<file path="src/rtl/sdram_pkg.sv">
// Shared SDR SDRAM definitions: command encodings {cs_n,ras_n,cas_n,we_n},
// the precharge-all address constant and the refresh FSM state type.
package sdram_pkg;

  localparam logic [3:0] CMD_NOP  = 4'b0111;
  localparam logic [3:0] CMD_ACT  = 4'b0011;
  localparam logic [3:0] CMD_RD   = 4'b0101;
  localparam logic [3:0] CMD_WR   = 4'b0100;
  localparam logic [3:0] CMD_PREC = 4'b0010;
  localparam logic [3:0] CMD_AREF = 4'b0001;

  // A10 high selects all banks for PRECHARGE; zero-extend to the bus width.
  localparam logic [10:0] ADDR_PALL = 11'h400;

  typedef enum logic [2:0] {
    AREF_IDLE,
    AREF_PREC,
    AREF_WAIT_RP,
    AREF_AREF,
    AREF_WAIT_RFC,
    AREF_DONE
  } aref_state_t;

endpackage

</file>
<file path="src/rtl/sdram_aref_timer.sv">
// Refresh-debt bookkeeping: free-running tREFI interval counter, tick, and
// saturating debt counter decremented once per AREF issued by the FSM.
// Ports: sclk, srst (async, active high), dec (AREF this cycle),
//        tick (interval end this cycle), debt (outstanding refreshes).
// With SDRAM_AREF_STATS_EN defined: aref_total (AREFs issued, wrapping)
//        and aref_drop (sticky, a tick arrived while debt was saturated).
module sdram_aref_timer
  import sdram_pkg::*;
#(
  parameter int unsigned TREFI    = 750,
  parameter int unsigned MAX_DEBT = 8,
  parameter int unsigned DEBT_W   = $clog2(MAX_DEBT + 1)
) (
  input  logic              sclk,
  input  logic              srst,
  input  logic              dec,
  output logic              tick,
`ifdef SDRAM_AREF_STATS_EN
  output logic [15:0]       aref_total,
  output logic              aref_drop,
`endif
  output logic [DEBT_W-1:0] debt
);

  localparam int unsigned IVL_W = (TREFI > 2) ? $clog2(TREFI) : 1;

  logic [IVL_W-1:0] ivl_cnt;
  logic             at_max;

  assign tick   = (ivl_cnt == IVL_W'(TREFI - 1));
  assign at_max = (debt == DEBT_W'(MAX_DEBT));

  // Interval counter keeps running through bursts.
  always_ff @(posedge sclk or posedge srst) begin
    if (srst) begin
      ivl_cnt <= '0;
    end else if (tick) begin
      ivl_cnt <= '0;
    end else begin
      ivl_cnt <= ivl_cnt + IVL_W'(1);
    end
  end

  // Tick and AREF together cancel; a tick at saturation is lost.
  always_ff @(posedge sclk or posedge srst) begin
    if (srst) begin
      debt <= '0;
    end else if (tick && !dec && !at_max) begin
      debt <= debt + DEBT_W'(1);
    end else if (dec && !tick) begin
      debt <= debt - DEBT_W'(1);
    end
  end

`ifdef SDRAM_AREF_STATS_EN
  // Refresh statistics.
  always_ff @(posedge sclk or posedge srst) begin
    if (srst) begin
      aref_total <= '0;
      aref_drop  <= 1'b0;
    end else begin
      if (dec) begin
        aref_total <= aref_total + 16'd1;
      end
      if (tick && at_max && !dec) begin
        aref_drop <= 1'b1;
      end
    end
  end
`endif

endmodule

</file>
<file path="src/rtl/sdram_aref_ctrl.sv">
// Auto-refresh engine: requests the arbiter when refresh debt is owed, then on
// grant issues PRECHARGE-all and a burst of up to BURST AUTO REFRESH commands
// spaced by tRP / tRFC.
// Ports: sclk, srst (async, active high), aref_en (arbiter grant, held for
//        the whole burst), sdram_cmd {cs_n,ras_n,cas_n,we_n}, sdram_addr
//        (A10 only, constant), flag_aref_ask, flag_aref_urgent,
//        flag_aref_end (one-cycle burst-complete pulse).
// Optional macro SDRAM_AREF_STATS_EN adds aref_total[15:0] and aref_drop.
module sdram_aref_ctrl
  import sdram_pkg::*;
#(
  parameter int unsigned ADDR_W    = 12,
  parameter int unsigned TREFI     = 750,
  parameter int unsigned TRP       = 2,
  parameter int unsigned TRFC      = 7,
  parameter int unsigned BURST     = 2,
  parameter int unsigned MAX_DEBT  = 8,
  parameter int unsigned URGENT_TH = 4
) (
  input  logic              sclk,
  input  logic              srst,
  input  logic              aref_en,
  output logic [3:0]        sdram_cmd,
  output logic [ADDR_W-1:0] sdram_addr,
`ifdef SDRAM_AREF_STATS_EN
  output logic [15:0]       aref_total,
  output logic              aref_drop,
`endif
  output logic              flag_aref_ask,
  output logic              flag_aref_urgent,
  output logic              flag_aref_end
);

  localparam int unsigned DEBT_W  = $clog2(MAX_DEBT + 1);
  localparam int unsigned TMR_MAX = (TRP > TRFC) ? TRP : TRFC;
  localparam int unsigned TMR_W   = $clog2(TMR_MAX + 1);
  localparam int unsigned BCNT_W  = $clog2(BURST + 1);

  aref_state_t       state;
  logic [TMR_W-1:0]  tmr;
  logic [BCNT_W-1:0] burst_cnt;
  logic [DEBT_W-1:0] debt;
  logic              tick;
  logic              dec;
  logic              more_rfc;
  logic              more_aref;

  assign dec        = (state == AREF_AREF);
  assign sdram_addr = ADDR_W'(ADDR_PALL);

  assign flag_aref_ask    = (state == AREF_IDLE) && (debt != '0);
  assign flag_aref_urgent = (debt >= DEBT_W'(URGENT_TH));

  // Continue decision from WAIT_RFC: debt here already reflects the last AREF,
  // and a tick landing on this edge still counts.
  assign more_rfc  = (burst_cnt < BCNT_W'(BURST)) && ((debt != '0) || tick);
  // Same decision taken directly from AREF when tRFC is a single cycle.
  assign more_aref = ((burst_cnt + BCNT_W'(1)) < BCNT_W'(BURST)) &&
                     ((debt > DEBT_W'(1)) || tick);

  sdram_aref_timer #(
    .TREFI    (TREFI),
    .MAX_DEBT (MAX_DEBT),
    .DEBT_W   (DEBT_W)
  ) u_timer (
    .sclk       (sclk),
    .srst       (srst),
    .dec        (dec),
    .tick       (tick),
`ifdef SDRAM_AREF_STATS_EN
    .aref_total (aref_total),
    .aref_drop  (aref_drop),
`endif
    .debt       (debt)
  );

  // Refresh FSM; sdram_cmd and flag_aref_end are registered alongside the
  // state so they always match the state being entered.
  always_ff @(posedge sclk or posedge srst) begin
    if (srst) begin
      state         <= AREF_IDLE;
      tmr           <= '0;
      burst_cnt     <= '0;
      sdram_cmd     <= CMD_NOP;
      flag_aref_end <= 1'b0;
    end else begin
      sdram_cmd     <= CMD_NOP;
      flag_aref_end <= 1'b0;
      case (state)
        AREF_IDLE: begin
          if (aref_en && (debt != '0)) begin
            state     <= AREF_PREC;
            sdram_cmd <= CMD_PREC;
          end
        end
        AREF_PREC: begin
          if (TRP == 1) begin
            state     <= AREF_AREF;
            sdram_cmd <= CMD_AREF;
          end else begin
            state <= AREF_WAIT_RP;
            tmr   <= TMR_W'(TRP - 1);
          end
        end
        AREF_WAIT_RP: begin
          // tmr reaches 0 on the edge that leaves this state.
          if (tmr == TMR_W'(1)) begin
            tmr       <= '0;
            state     <= AREF_AREF;
            sdram_cmd <= CMD_AREF;
          end else begin
            tmr <= tmr - TMR_W'(1);
          end
        end
        AREF_AREF: begin
          burst_cnt <= burst_cnt + BCNT_W'(1);
          if (TRFC == 1) begin
            if (more_aref) begin
              state     <= AREF_AREF;
              sdram_cmd <= CMD_AREF;
            end else begin
              state         <= AREF_DONE;
              flag_aref_end <= 1'b1;
            end
          end else begin
            state <= AREF_WAIT_RFC;
            tmr   <= TMR_W'(TRFC - 1);
          end
        end
        AREF_WAIT_RFC: begin
          if (tmr == TMR_W'(1)) begin
            tmr <= '0;
            if (more_rfc) begin
              state     <= AREF_AREF;
              sdram_cmd <= CMD_AREF;
            end else begin
              state         <= AREF_DONE;
              flag_aref_end <= 1'b1;
            end
          end else begin
            tmr <= tmr - TMR_W'(1);
          end
        end
        AREF_DONE: begin
          burst_cnt <= '0;
          state     <= AREF_IDLE;
        end
        default: begin
          state <= AREF_IDLE;
        end
      endcase
    end
  end

endmodule
</file>
<file path="config.mk">
export PLATFORM = sky130hd
export DESIGN_NAME = sdram_aref_ctrl
export DESIGN_NICKNAME = d
export VERILOG_FILES = /design/src/rtl/sdram_pkg.sv /design/src/rtl/sdram_aref_timer.sv /design/src/rtl/sdram_aref_ctrl.sv
export SDC_FILE = /design/constraint.sdc
export NUM_CORES = 1
export LEC_CHECK = 0
export CAP_MARGIN = 20
export CORE_MARGIN = 3
export CORE_UTILIZATION = 55
export CTS_CLUSTER_SIZE = 28
export DETAILED_ROUTE_END_ITERATION = 10
export PLACE_DENSITY = 0.8
export SLEW_MARGIN = 20
export SYNTH_ARGS = -nofsm -noshare
export SYNTH_HDL_FRONTEND = slang
export SYNTH_SLANG_ARGS = --single-unit
</file>
<file path="constraint.sdc">
create_clock -name sclk -period 3.4 [get_ports sclk]
set_clock_uncertainty 0.15 [all_clocks]
set_input_delay 1.02 -clock sclk [delete_from_list [all_inputs] [get_ports sclk]]
set_output_delay 1.02 -clock sclk [all_outputs]
set_load 0.01 [all_outputs]
</file>
==> results of run 1 <==
-- registers in the layout, indices dropped and copies added, names as in the netlist --
signal           flops
u_timer.debt         4
burst_cnt            2
flag_aref_end        1
tmr                  3
state                3
sdram_cmd            3
u_timer.ivl_cnt     10
-- worst max-delay path by stage --
stage,startpoint,end,cells past startpoint
2_1_floorplan,u_timer.ivl_cnt[1]$_DFF_PP0_,u_timer.debt[3]$_DFFE_PP0P_,10
3_3_place_gp,state[2]$_DFFE_PP0P_,flag_aref_ask,2
3_5_place_dp,state[2]$_DFFE_PP0P_,flag_aref_ask,2
4_1_cts,state[2]$_DFFE_PP0P_,flag_aref_ask,2
5_1_grt,state[2]$_DFFE_PP0P_,flag_aref_ask,2
6_report,state[2]$_DFFE_PP0P_,flag_aref_ask,2
-- critical path, delay by kind of cell (launching register included) --
family,cells,cell delay [ns]
flip-flops,1,0.60
AND/OR/NAND/NOR,1,0.43
buffers and inverters,1,0.60
-- cells in the final DEF (no fill, tap or decap), drive strengths merged, types with 3 or more instances in the layout --
cell type      synthesis  routed
dfrtp                 23      23
nor2                  13      13
conb                   2      13
o21ai                 13      13
nand2                 10      10
clkdlybuf4s50          0       8
nand3                  7       7
nor2b                  6       6
inv                    6       6
ha                     6       6
nor3                   5       5
xor2                   5       5
and3                   5       5
a21oi                  4       4
a211oi                 4       4
buf                   18       4
clkbuf                 5       4
nand3b                 3       3
xnor2                  3       3
dfstp                  3       3
a21o                   3       3
nor4                   3       3
mux2                   3       3
-- final cells by class --
type,instances,area share
flip-flops and latches,26,0.376
multi-input cells,131,0.505
clock buffers,4,0.0208
repair buffers,12,0.0632
inverters,6,0.0129
well taps,31,0.0223
-- stage by stage --
stage	power [W]	cell area, um^2	util	std cells
finish	0.00124	1740	0.616	210
global route	0.00136	1740	0.616	210
CTS	0.00125	1740	0.616	210
detailed placement	0.00109	1710	0.603	206
global placement	0.00105	1710	0.603	206
floorplan	0.000964	1730	-	186
-- power breakdown --
group	leakage, nW	total [W]	switching (W)	internal [W]
clock network	0.0210	0.000158	0.0000920	0.0000656
logic	0.403	0.000590	0.000292	0.000298
registers	0.312	0.000494	0.0000951	0.000398
total	0.736	0.00124	0.000479	0.000762
-- kinds of logic after synthesis --
kind of cell,after synthesis,share of synthesized area
other,2,0.00446
DFF,26,0.388
AOI/OAI and AO/OA,36,0.154
xor gates and xnor gates,8,0.0416
buffers and inverters,29,0.114
muxes,3,0.0245
adders and majority gates,7,0.0564
and+or+nand+nor,64,0.217
-- routing by layer --
layer / track usage / wire, um / up-vias
met1: 0.213 / 1300 / 566
met2: 0.285 / 1410 / 35
met5: 0 / 0 / -
met3: 0.0252 / 115 / 6
li1: - / - / 593
met4: 0.0788 / 68 / 0
==> impl_metrics.toml, run 1 <==
[grt]
grt_antenna_before_repair = 0
grt_usage = 0.169
overflow = 0
grt_pass1_wl_um = 4690
grt_max_degree = 21
grt_pass1_vias = 1078

[clock_network]
cts_buffers = 3
cts_setup_buffers = 0
htree_levels = 1
clk_path_buf_depth = 2
cts_tree = "done"
worstSkewPairLatency_ns = 0.32
ctsRootBufferMaster = "clkbuf_4"
hold_buffers = 0
clkTransAtPathRegs_ns = 0.14
cts.sinks = 26
cts_resized = 0

[sta]
finalSetupTns_ns = 0
period_share = 0.918
hold_violations = 0
setup_slack_ns = 0.280
min_period_ns = 3.12
setup-violations-final = 0
max_freq_mhz = 321
max-slew-margin-rel = 0.656
hold_ws_ns = 0.352
worst_pin_slew_ns = 0.516
rsz0062_at_grt = "false"
drv_slew = 0

[final_layout]
seq_area_um2 = 654
drive_above_1_share = 0.151
fin_nets = 190
area_growth_pct = 3.34
fill_cells = 235
multiInputGateArea_um2 = 880
diodes = 0

[drt]
avgViaCountPerCell = 5.71
wl_per_cell_um = 13.8
drc_errors = 0
wl_um = 2890
drtIter0Drc = 85
dr.pass1.iters = 4
ant_nets = 0
vias = 1200

[floorplanning]
die_y_um = 61.4
start_util = 0.596
ios = 22
rows = 19
die_x_um = 61.4
fp.coreArea_um2 = 2830
die_area_um2 = 3760

[worst_setup_path]
cp_max_fo = 20
crit_slowest_cell = "dfrtp_1"
cp_data_required_time_ns = 2.23
cpPeakStageDelay_ns = 0.60
reg2reg_slack_ns = 0.72
start_kind = "register"
rr_startpoint = "state[2]$_DFFE_PP0P_"
crit_arrival_ns = 1.95
r2r_cells = 8
path_cells = "nor4_1 -> clkdlybuf4s50_1"
timing.rr.end = "u_timer.debt[3]$_DFFE_PP0P_"
crit_path_end_kind = "output pin"
critPathKind = "register to output pin"

[flow_run]
drv_cap = 0

[synth]
ys_top_cells_by_count = "dfrtp_1 (23), buf_4 (13), nor2_1 (13), o21ai_0 (12), nand2_1 (10)"
ys_ff_latch = 26
synth_edf_count = 0
synth_warnings = 0
synth.area.top_cells = "dfrtp_1 (34%), buf_4 (5.8%), dfstp_2 (4.7%)"
postSynthAreaPerCell_um2 = 9.63
async_flop_share = 1.00
synth_top_cell_by_area = "dfrtp_1"
synth.cell_area_um2 = 1690
yosys.area.top_type_share = 0.341
synth.most_common_cell = "dfrtp_1"
synthDistinctLibCells = 48
syn_inst = 175
yosysSeqAreaShare = 0.388
synth_ff_type = "dfrtp_1"

[placed_design]
gp_congestion = 0.834
dpl.hpwl_um = 2140
dp_slack_ns = 0.662
io_buffer_count = 8

[power]
p_per_area_nw_per_um2 = 713
power.leakage_nw = 0.736
ir_drop_uv = 255

[hold_path]
min_to = "u_timer.ivl_cnt[8]$_DFF_PP0_"
hold_path_depth = 1
min_from = "u_timer.ivl_cnt[8]$_DFF_PP0_"
hold_path.class = "register to register"

[status]
status = "finished clean"
Power figures use the tool's default switching activity.
==> run 2: changes to the inputs <==
Settings changed: CORE_UTILIZATION 55 to 54, PLACE_DENSITY 0.8 to 0.78, SYNTH_HIERARCHICAL from default to 1.
==> run 2 against run 1 <==
Net effect: global-route usage up 3.1 points; register-to-register slack worse by 0.35 ns; clock power up 3%; critical path depth up 1; area after synthesis down 1.8%; count of clock-buffer cells in the layout unchanged; worst setup slack worse by 0.18 ns; routed wire length up 12%.
==> impl_metrics.toml, run 2 <==
[status]
status = "finished clean"

[clock_network]
cts_setup_buffers = 0
ctsRootBufferMaster = "clkbuf_4"
clk_path_buf_depth = 2
clkTransAtPathRegs_ns = 0.14
cts.sinks = 26
htree_levels = 1
hold_buffers = 0
cts_buffers = 3
cts_tree = "done"
worstSkewPairLatency_ns = 0.33

[placed_design]
io_buffer_count = 8
dp.cells = 201
gp_congestion = 0.934
dpl.hpwl_um = 2400

[synth]
synth_warnings = 6
synth_ff_type = "dfrtp_1"
synth_edf_count = 0
yosysSeqAreaShare = 0.395
synthDistinctLibCells = 57
syn_inst = 168
yosys.area.top_type_share = 0.348
async_flop_share = 1.00
synth_top_cell_by_area = "dfrtp_1"
ys_top_cells_by_count = "dfrtp_1 (23), buf_4 (14), nor2_1 (14), inv_1 (9)"
postSynthAreaPerCell_um2 = 9.85
ys_ff_latch = 26
synth.cell_area_um2 = 1660
synth.area.top_cells = "dfrtp_1 (35%), buf_4 (6.3%), dfstp_2 (4.8%)"
synth.most_common_cell = "dfrtp_1"

[drt]
wl_per_cell_um = 15.8
dr.pass1.iters = 4
drtIter0Drc = 37
drc_errors = 0
avgViaCountPerCell = 5.99
wl_um = 3240
ant_nets = 0
vias = 1227

[sta]
hold_violations = 0
rsz0062_at_grt = "false"
drv_slew = 0
period_share = 0.972
min_period_ns = 3.30
worst_pin_slew_ns = 0.583
setup-violations-final = 0
max_freq_mhz = 303
max-slew-margin-rel = 0.611
hold_ws_ns = 0.363
finalSetupTns_ns = 0

[grt]
grt_max_degree = 20
grt_pass1_vias = 1181
grt_antenna_before_repair = 0
grt_usage = 0.200
overflow = 0
grt_pass1_wl_um = 5530

[final_layout]
final_common_cell = "dfrtp_1"
area_growth_pct = 5.14
layout_common_cells = "dfrtp_1 (22), nor2_1 (14), conb_1 (13)"
top_regs = "u_timer/ivl_cnt x10, u_timer/debt x4"
fill_cells = 246
utilization = 0.615
fin_nets = 185
drive_above_1_share = 0.138
largest_register = "u_timer/ivl_cnt"
diodes = 0
largest_reg_flops = 10
multiInputGateArea_um2 = 865
stdcell_count = 205
seq_area_um2 = 656

[floorplanning]
die_x_um = 61.4
rows = 19
start_util = 0.585
fp.coreArea_um2 = 2830
die_y_um = 61.4
ios = 22
die_area_um2 = 3770

[worst_setup_path]
crit_path_end_kind = "output pin"
timing.rr.end = "u_timer/debt[3]$_DFFE_PP0P_"
crit_slowest_cell = "or4_4"
path_cells = "or4_4 -> and3b_2 -> clkdlybuf4s50_1"
reg2reg_slack_ns = 0.37
cpPeakStageDelay_ns = 0.60
critical-path-top-delay-family = "simple AND/OR/NAND/NOR gates"
cp_data_required_time_ns = 2.23
r2r_cells = 10
cp_max_fo = 6
path_buf_inv = 1
start_kind = "register"
critPathKind = "register to output pin"
rr_startpoint = "u_timer/ivl_cnt[1]$_DFF_PP0_"
crit_arrival_ns = 2.13

[hold_path]
min_to = "u_timer/ivl_cnt[8]$_DFF_PP0_"
hold_path_depth = 1
min_from = "u_timer/ivl_cnt[8]$_DFF_PP0_"
hold_path.class = "register to register"

[power]
ir_drop_uv = 490
power.leakage_nw = 0.766
p_per_area_nw_per_um2 = 744

[flow_run]
drv_cap = 0
==> run 2: cell count changes after synthesis, moves of 3 or more <==
| cell | change |
|---|---|
| nor3_1 | -5 |
| a211oi_1 | -4 |
| a21oi_1 | +4 |
| o21ai_0 | -4 |
| buf_6 | -3 |
| clkbuf_1 | -3 |
| inv_1 | +3 |
| mux2i_1 | +3 |
| nand2_1 | -3 |
| nand3b_1 | -3 |
| nor2b_1 | -3 |
==> run 2: logic make-up after synthesis <==
group	Yosys count	share of synthesized area
AND/OR/NAND/NOR	52	0.195
AO/OA/AOI/OAI	39	0.172
buffers and inverters	30	0.110
flip-flops	26	0.395
XOR/XNOR	9	0.0476
adder cells (fa/ha/maj)	7	0.0574
multiplexers	3	0.0181
other	2	0.00454
==> run 2: power by group <==
part / switching [W] / internal (W) / total [W]
clock: 0.0000977 / 0.0000657 / 0.000163
combinational: 0.000335 / 0.000303 / 0.000638
sequential: 0.0000906 / 0.000403 / 0.000494
==> run 2: worst max path at each step <==
stage | startpoint | endpoint | cells after the start | slack, ns
global route | u_timer/debt[1]$_DFFE_PP0P_ | flag_aref_ask | 3 | 0.01
finish | u_timer/debt[1]$_DFFE_PP0P_ | flag_aref_ask | 3 | 0.1
floorplan | u_timer/ivl_cnt[1]$_DFF_PP0_ | u_timer/debt[3]$_DFFE_PP0P_ | 11 | 0.60
detailed placement | u_timer/debt[1]$_DFFE_PP0P_ | flag_aref_ask | 3 | 0.38
CTS | u_timer/debt[1]$_DFFE_PP0P_ | flag_aref_ask | 3 | 0.07
global placement | u_timer/debt[1]$_DFFE_PP0P_ | flag_aref_ask | 3 | 0.42
==> run 2: repair_timing <==
action                                 in CTS  in global routing
setup endpoints to repair                   1                  1
endpoints found under the hold margin       0                  0
resized for setup                           1                  1
==> run 2: area by class of cell <==
class,count,area share
Multi-Input combinational cell,123,0.497
Sequential cell,26,0.377
Timing Repair Buffer,11,0.0590
Inverter,10,0.0244
Tap cell,31,0.0223
Clock buffer,4,0.0208
==> run 2: per-layer routing <==
metal / share of wire / track usage / vias up / wire, um
li1: - / - / 578 / -
met1: 0.46 / 0.280 / 610 / 1480
met2: 0.49 / 0.308 / 35 / 1590
met3: 0.037 / 0.0377 / 4 / 121
met4: 0.013 / 0.0788 / 0 / 42
met5: 0 / 0 / - / 0
==> run 2: stage by stage <==
step / power [W] / setup WS [ns] / cell area (um^2)
global placement: 0.00108 / 0.422 / 1700
finish: 0.00129 / 0.0955 / 1740
detailed placement: 0.00112 / 0.383 / 1700
floorplan: 0.000952 / 0.596 / 1700
global route: 0.00141 / 0.0106 / 1740
CTS: 0.00129 / 0.0685 / 1740
